### src/rtl/po_fpga_pkg.sv
// Shared operation-mode and FSM state encodings for the bank replica loader.
package po_fpga_pkg;

    typedef enum logic [1:0] {
        MODE_LOAD  = 2'd0,
        MODE_DUMP  = 2'd1,
        MODE_CHECK = 2'd2,
        MODE_RSVD  = 2'd3
    } mode_e;

    typedef enum logic [2:0] {
        ST_IDLE,
        ST_LOAD,
        ST_DUMP_RD,
        ST_DUMP_OUT,
        ST_CHECK_RD,
        ST_CHECK_CMP,
        ST_DONE
    } state_e;

    // The reserved encoding behaves exactly like CHECK.
    function automatic logic mode_is_check(mode_e m);
        return (m == MODE_CHECK) || (m == MODE_RSVD);
    endfunction

    function automatic state_e first_state(mode_e m);
        case (m)
            MODE_LOAD: return ST_LOAD;
            MODE_DUMP: return ST_DUMP_RD;
            default:   return ST_CHECK_RD;
        endcase
    endfunction

endpackage

### src/rtl/bank_compare.sv
// Combinational replica comparator: all_equal is high when every bank word matches bank 0.
module bank_compare #(
    parameter int DATA_W    = 64,
    parameter int NUM_BANKS = 6
) (
    input  logic [NUM_BANKS*DATA_W-1:0] rdata,
    output logic                        all_equal
);

    always_comb begin
        all_equal = 1'b1;
        for (int unsigned k = 1; k < NUM_BANKS; k++) begin
            if (rdata[k*DATA_W +: DATA_W] != rdata[DATA_W-1:0]) begin
                all_equal = 1'b0;
            end
        end
    end

endmodule

### src/rtl/bank_replica_loader.sv
// Loads, dumps and cross-checks a set of externally held replicated banks
// through a broadcast write port and a common 1-cycle-latency read port.
module bank_replica_loader
    import po_fpga_pkg::*;
#(
    parameter int DATA_W    = 64,
    parameter int DEPTH     = 256,
    parameter int NUM_BANKS = 6,
    parameter int ADDR_W    = $clog2(DEPTH)
) (
    input  logic                        clk,
    input  logic                        reset,
    input  logic                        go_i,
    input  logic [1:0]                  mode_i,
    input  logic [ADDR_W:0]             len_i,
    input  logic                        s_valid,
    input  logic [DATA_W-1:0]           s_data,
    output logic                        s_ready,
    output logic                        m_valid,
    output logic [DATA_W-1:0]           m_data,
    output logic [ADDR_W-1:0]           m_addr,
    input  logic                        m_ready,
    output logic                        bank_we,
    output logic [ADDR_W-1:0]           bank_waddr,
    output logic [DATA_W-1:0]           bank_wdata,
    output logic [ADDR_W-1:0]           bank_raddr,
    input  logic [NUM_BANKS*DATA_W-1:0] bank_rdata,
    output logic                        busy,
    output logic                        done,
    output logic                        mismatch,
    output logic [ADDR_W-1:0]           mismatch_addr
);

    localparam logic [ADDR_W:0] DEPTH_L = (ADDR_W+1)'(DEPTH);

    state_e              state_q, state_d;
    logic [ADDR_W-1:0]   cnt_q, cnt_d;
    logic [ADDR_W:0]     len_q, len_d;
    logic                mismatch_q, mismatch_d;
    logic [ADDR_W-1:0]   mm_addr_q, mm_addr_d;
    logic [DATA_W-1:0]   m_data_q, m_data_d;
    logic                held_q, held_d;
    logic [ADDR_W:0]     cnt_inc;
    logic [ADDR_W:0]     len_clamp;
    logic                last;
    logic                all_equal;

    bank_compare #(
        .DATA_W    (DATA_W),
        .NUM_BANKS (NUM_BANKS)
    ) u_cmp (
        .rdata     (bank_rdata),
        .all_equal (all_equal)
    );

    always_comb begin
        state_d    = state_q;
        cnt_d      = cnt_q;
        len_d      = len_q;
        mismatch_d = mismatch_q;
        mm_addr_d  = mm_addr_q;
        m_data_d   = m_data_q;
        held_d     = held_q;
        cnt_inc    = {1'b0, cnt_q} + {{ADDR_W{1'b0}}, 1'b1};
        last       = (cnt_inc == len_q);
        len_clamp  = (len_i > DEPTH_L) ? DEPTH_L : len_i;

        case (state_q)
            ST_IDLE: begin
                if (go_i) begin
                    cnt_d  = '0;
                    len_d  = len_clamp;
                    held_d = 1'b0;
                    if (mode_is_check(mode_e'(mode_i))) begin
                        mismatch_d = 1'b0;
                    end
                    state_d = (len_clamp == '0) ? ST_DONE : first_state(mode_e'(mode_i));
                end
            end
            ST_LOAD: begin
                if (s_valid) begin
                    if (last) state_d = ST_DONE;
                    else      cnt_d   = cnt_inc[ADDR_W-1:0];
                end
            end
            ST_DUMP_RD: begin
                held_d  = 1'b0;
                state_d = ST_DUMP_OUT;
            end
            ST_DUMP_OUT: begin
                // Read data is only valid in the first OUT cycle; capture it there and hold.
                if (!held_q) begin
                    m_data_d = bank_rdata[DATA_W-1:0];
                    held_d   = 1'b1;
                end
                if (m_ready) begin
                    if (last) begin
                        state_d = ST_DONE;
                    end else begin
                        cnt_d   = cnt_inc[ADDR_W-1:0];
                        state_d = ST_DUMP_RD;
                    end
                end
            end
            ST_CHECK_RD: begin
                state_d = ST_CHECK_CMP;
            end
            ST_CHECK_CMP: begin
                if (!all_equal && !mismatch_q) begin
                    mismatch_d = 1'b1;
                    mm_addr_d  = cnt_q;
                end
                if (last) begin
                    state_d = ST_DONE;
                end else begin
                    cnt_d   = cnt_inc[ADDR_W-1:0];
                    state_d = ST_CHECK_RD;
                end
            end
            ST_DONE: begin
                state_d = ST_IDLE;
            end
            default: begin
                state_d = ST_IDLE;
            end
        endcase
    end

    always_ff @(posedge clk or posedge reset) begin
        if (reset) begin
            state_q    <= ST_IDLE;
            cnt_q      <= '0;
            len_q      <= '0;
            mismatch_q <= 1'b0;
            mm_addr_q  <= '0;
            m_data_q   <= '0;
            held_q     <= 1'b0;
        end else begin
            state_q    <= state_d;
            cnt_q      <= cnt_d;
            len_q      <= len_d;
            mismatch_q <= mismatch_d;
            mm_addr_q  <= mm_addr_d;
            m_data_q   <= m_data_d;
            held_q     <= held_d;
        end
    end

    assign s_ready       = (state_q == ST_LOAD);
    assign bank_we       = s_ready && s_valid;
    assign bank_waddr    = cnt_q;
    assign bank_wdata    = s_data;
    assign bank_raddr    = cnt_q;
    assign m_valid       = (state_q == ST_DUMP_OUT);
    assign m_data        = (m_valid && !held_q) ? bank_rdata[DATA_W-1:0] : m_data_q;
    assign m_addr        = cnt_q;
    assign busy          = (state_q != ST_IDLE) && (state_q != ST_DONE);
    assign done          = (state_q == ST_DONE);
    assign mismatch      = mismatch_q;
    assign mismatch_addr = mm_addr_q;

endmodule

### config.mk
export PLATFORM = sky130hd
export DESIGN_NAME = bank_replica_loader
export DESIGN_NICKNAME = d
export VERILOG_FILES = /design/src/rtl/po_fpga_pkg.sv /design/src/rtl/bank_compare.sv /design/src/rtl/bank_replica_loader.sv
export SDC_FILE = /design/constraint.sdc
export NUM_CORES = 1
export LEC_CHECK = 0
export ABC_AREA = 1
export ABC_CLOCK_PERIOD_IN_PS = 2810
export CORE_AREA = 5 5 243 245
export DETAILED_ROUTE_END_ITERATION = 7
export DIE_AREA = 0 0 248 250
export PLACE_DENSITY = 0.55
export SYNTH_ARGS = -nofsm -noshare
export SYNTH_HDL_FRONTEND = slang
export SYNTH_SLANG_ARGS = --single-unit
### constraint.sdc
create_clock -name clk -period 2.81 [get_ports clk]
set_input_delay 0.281 -clock clk [delete_from_list [all_inputs] [get_ports clk]]
set_output_delay 0.281 -clock clk [all_outputs]
set_load 0.005 [all_outputs]
==> parameters.txt <==
Parameter                              Value

Logic synthesis
  Post-Synth XOR/XNOR Area ... 13.32%
  Synthesized cell area ... just under 0.01 sq mm
  Cell count after synthesis ... 1,723
  Number of storage elements in the synthesis netlist ... 94
  Area fraction in and, or, nand and nor cells after synthesis ... 38.55%
  Number of distinct library cell variants in the gate-level netlist after synthesis ... 36
  Syn avg cell area ... 5.761 sq um
  Fraction of registers with async set/reset ... 100.0%
  Post-synthesis mux area share ... 0.1135%
  Most used flip-flop cell after synthesis ... sky130_fd_sc_hd__dfrtp_1
  Syn_nets ... 2,188
  Yosys warns ... 0
  Main combinational cell family by area after synthesis ... simple AND/OR/NAND/NOR gates
  Fraction of the mapped netlist area in compound gates ... 5.710%
  Portion of the post-synthesis area used by sequential elements ... roughly a quarter
  Post-synth EDFFs ... 0
  Area share of fa/ha/maj cells after synthesis ... 0.1261%

Setup path
  Kind of start point of the critical path ... flip-flop
  Critical path's top delay family ... buffers and inverters
  WP data required ... 2530 ps
  Peak fanout along the critical path ... 26
  Critical path buffer and inverter count ... 3
  Crit-path slowest cell ... sky130_fd_sc_hd__clkdlybuf4s50_1
  Crit end category ... output pin
  Cells along the critical path ... inv_2 -> nand2_1 -> nor2_4 -> nand2_8 -> clkbuf_16 -> o21ai_0 -> clkdlybuf4s50_1
  Critical path start-end classification ... reg -> out
  Critical path data arrival time ... 2420 ps
  CP peak stage delay ... 560 ps

Cells and area
  Final net count ... 2,663
  Layout Area Growth over Synthesis ... 64.10%
  Fraction of final layout cells sized beyond drive strength 1 ... 7.717%
  Cell Count, Final, Fillers Out ... 2,974
  Most common cell after layout, fill and taps aside ... sky130_fd_sc_hd__nand2_1
  Fill cell instance count of the final layout ... around 6,400
  Most frequent cells in the layout ... 723 x sky130_fd_sc_hd__nand2_1, 491 x sky130_fd_sc_hd__clkdlybuf4s50_1, 228 x sky130_fd_sc_hd__inv_1, 199 x sky130_fd_sc_hd__nor2_1, 107 x sky130_fd_sc_hd__xor2_1

Placement
  Port Buffers ... around 500
  Placer Congestion ... 0.9880
  Total instance count after detailed placement ... ~3,000
  Detailed placement HPWL ... 55,780 um

STA
  Post-Route Hold Slack ... about 380 ps
  Worst max-slew margin expressed relative to the limit ... 55.09%
  Transition time at the pin with the least slew margin ... 671.2 ps
  Sum Neg Setup Slack ... 0 ps
  Final Hold Violating Endpoints ... 0
  Setup repair after global routing missed its margin ... true
  Number of slew-limit violations in the final report ... 0
  Fin crit share ... 96.07%
  Achievable frequency ... 370.4 MHz
  Max Clock Skew ... 12.29 ps
  Final number of setup-violating endpoints ... 0
  Fin crit period ... 2700 ps

CTS
  Clock-pin slew of the registers on the worst-case setup and hold paths ... 80 ps
  Number of H-tree levels ... 3
  Cell at the root of the clock tree ... sky130_fd_sc_hd__clkbuf_16
  Total clock sinks ... 94
  Clock buffer count from CTS ... 9
  CTS tree ... done
  Buffer levels on the longest clock path ... 2
  Number of hold buffers added after cts ... 0
  Post-CTS setup repair buffer count ... 0
  Clock Latency Late Sink ... 390 ps

Route
  Antenna Violating Nets Remaining ... 0
  TritonRoute pass-1 iters ... 5
  DRC violations left ... 0
  Sum of routed wire length over all layers ... 63,850 um
  Starting DRT DRC Count ... 583
  Via count of the routed design ... 11,510
  Average wire per cell in the routed design ... 21.47 um
  Via density ... between 3 and 4

Floorplan
  Starting density of the core ... 17.44%
  Die H ... roughly 250 um
  Horizontal die dimension ... 248 um
  CORE AREA ... 0.05692 sq mm
  Die area ... 0.06200 sq mm
  Count of pins on the block boundary ... 630
  Number of cell rows ... 88

Hold path
  Hold/Removal Path Class ... in -> async

Power and ir drop
  Worst IR Drop VDD ... 0.3671 mV
  Leakage dissipation ... 8.137 nW
  PD cells ... 518.9 mW/mm^2

GRT
  Number of antenna violations at the first check in global routing ... 20
  Vias in the first global route ... 11,340
  First-pass GRT wire length ... 85,090 um
  Gr usage total ... between 10% and 20%
  Overflow left after global routing ... 0
  Largest net degree at the start of global routing ... 95

Run
  Max-capacitance violation count ... 0

Run status
  Outcome ... completed
## path summary, 6_finish.rpt
path | startpoint | endpoint | slack [ps] | cells past startpoint
setup / recovery | state_q[2]$_DFFE_PP0P_ | m_data[33] | 110 | 7
hold / removal | reset | m_data_q[52]$_DFFE_PP0P_ | 380 | 3
setup reg to reg | bank_raddr[1]$_DFFE_PP0P_ | bank_raddr[3]$_DFFE_PP0P_ | 490 | 11
hold reg to reg | mismatch_addr[1]$_DFFE_PP0P_ | mismatch_addr[1]$_DFFE_PP0P_ | 480 | 2
max in group asynchronous | reset | m_data_q[30]$_DFFE_PP0P_ | 1910 | 3
min in group clk | len_i[6] | len_q[6]$_DFFE_PP0P_ | 480 | 3
## synthesized netlist by cell type, types with 2 or more instances
master | number | area, sq um
sky130_fd_sc_hd__a21oi_1 | 3 | 15.01
sky130_fd_sc_hd__buf_2 | 38 | 190.2
sky130_fd_sc_hd__buf_4 | 83 | 623.1
sky130_fd_sc_hd__clkbuf_1 | 10 | 37.54
sky130_fd_sc_hd__clkbuf_2 | 3 | 15.01
sky130_fd_sc_hd__clkinv_1 | 2 | 7.510
sky130_fd_sc_hd__dfrtp_1 | 94 | 2352
sky130_fd_sc_hd__inv_1 | 229 | 859.6
sky130_fd_sc_hd__inv_2 | 24 | 90.09
sky130_fd_sc_hd__nand2_1 | 724 | 2718
sky130_fd_sc_hd__nand3_1 | 18 | 90.09
sky130_fd_sc_hd__nand3_2 | 4 | 40.04
sky130_fd_sc_hd__nand4_1 | 10 | 62.56
sky130_fd_sc_hd__nor2_1 | 200 | 750.7
sky130_fd_sc_hd__nor2_2 | 7 | 43.79
sky130_fd_sc_hd__nor3_1 | 12 | 60.06
sky130_fd_sc_hd__nor3_2 | 2 | 20.02
sky130_fd_sc_hd__o21ai_0 | 85 | 425.4
sky130_fd_sc_hd__o21ai_1 | 7 | 35.03
sky130_fd_sc_hd__o22ai_1 | 3 | 18.77
sky130_fd_sc_hd__xnor2_1 | 44 | 385.4
sky130_fd_sc_hd__xor2_1 | 107 | 937.2
## worst min-delay path: cells and delay by family
family / cells / cell delay, ps
buffers and inverters: 3 / 960
## report_power, final
| part | leakage, nW | total, mW | internal (mW) | switching, mW |
|---|---|---|---|---|
| logic | 6.81 | 4.87 | 2.43 | 2.44 |
| clock network | 0.147 | 1.45 | 0.713 | 0.739 |
| registers | 1.18 | 2.13 | 1.92 | 0.209 |
| total | 8.14 | 8.45 | 5.07 | 3.39 |
## timing repair
item | 4_1_cts | 5_1_grt
gates cloned | 0 | 1
pin swaps | 0 | 0
resized for setup | 7 | 34
setup endpoints to repair | 48 | 55
## registers in the layout, indices dropped and copies added (netlist names)
signal and count:
held_q 1, bank_raddr 8, len_q 9, m_data_q 64, mismatch_addr 8, state_q 3, mismatch 1
## area by class of cell
class | instances | area [sq um] | share of cell area, %
clock inverter | 7 | 90.09 | 0.5531
inverter | 255 | 959.7 | 5.892
timing repair buffer | 599 | 5921 | 36.35
multi-input combinational | 1239 | 5767 | 35.40
antenna | 6 | 15.01 | 0.09218
sequential | 94 | 2354 | 14.45
tap | 765 | 957.2 | 5.876
clock buffer | 9 | 225.2 | 1.383
## layer usage
metal	vias to the layer above	track usage, %	wire, um
met4	30	3.139	810
met1	5037	22.52	25690
met2	440	35.48	31790
li1	5946	-	-
met3	61	7.453	5366
met5	-	0	193
## kinds of logic after synthesis
| kind of cell | count (synthesis) |
|---|---|
| AO/OA/AOI/OAI | 105 |
| flip-flops | 94 |
| adder cells (fa/ha/maj) | 1 |
| buffers and inverters | 390 |
| XOR/XNOR | 151 |
| multiplexers | 1 |
| AND/OR/NAND/NOR | 981 |
## stage by stage
step,power [mW],utilization (%),setup WS [ps],instance area (sq um)
after floorplan,4.015,-,80.33,9926
after global placement,7.015,27.92,-210.1,15890
after detailed placement,7.038,27.92,-153.3,15890
after CTS,8.577,28.49,2.212,16220
after global routing,9.055,28.59,-7.221,16270
final,8.453,28.61,110.3,16290
(Power assumes the default switching activity.)
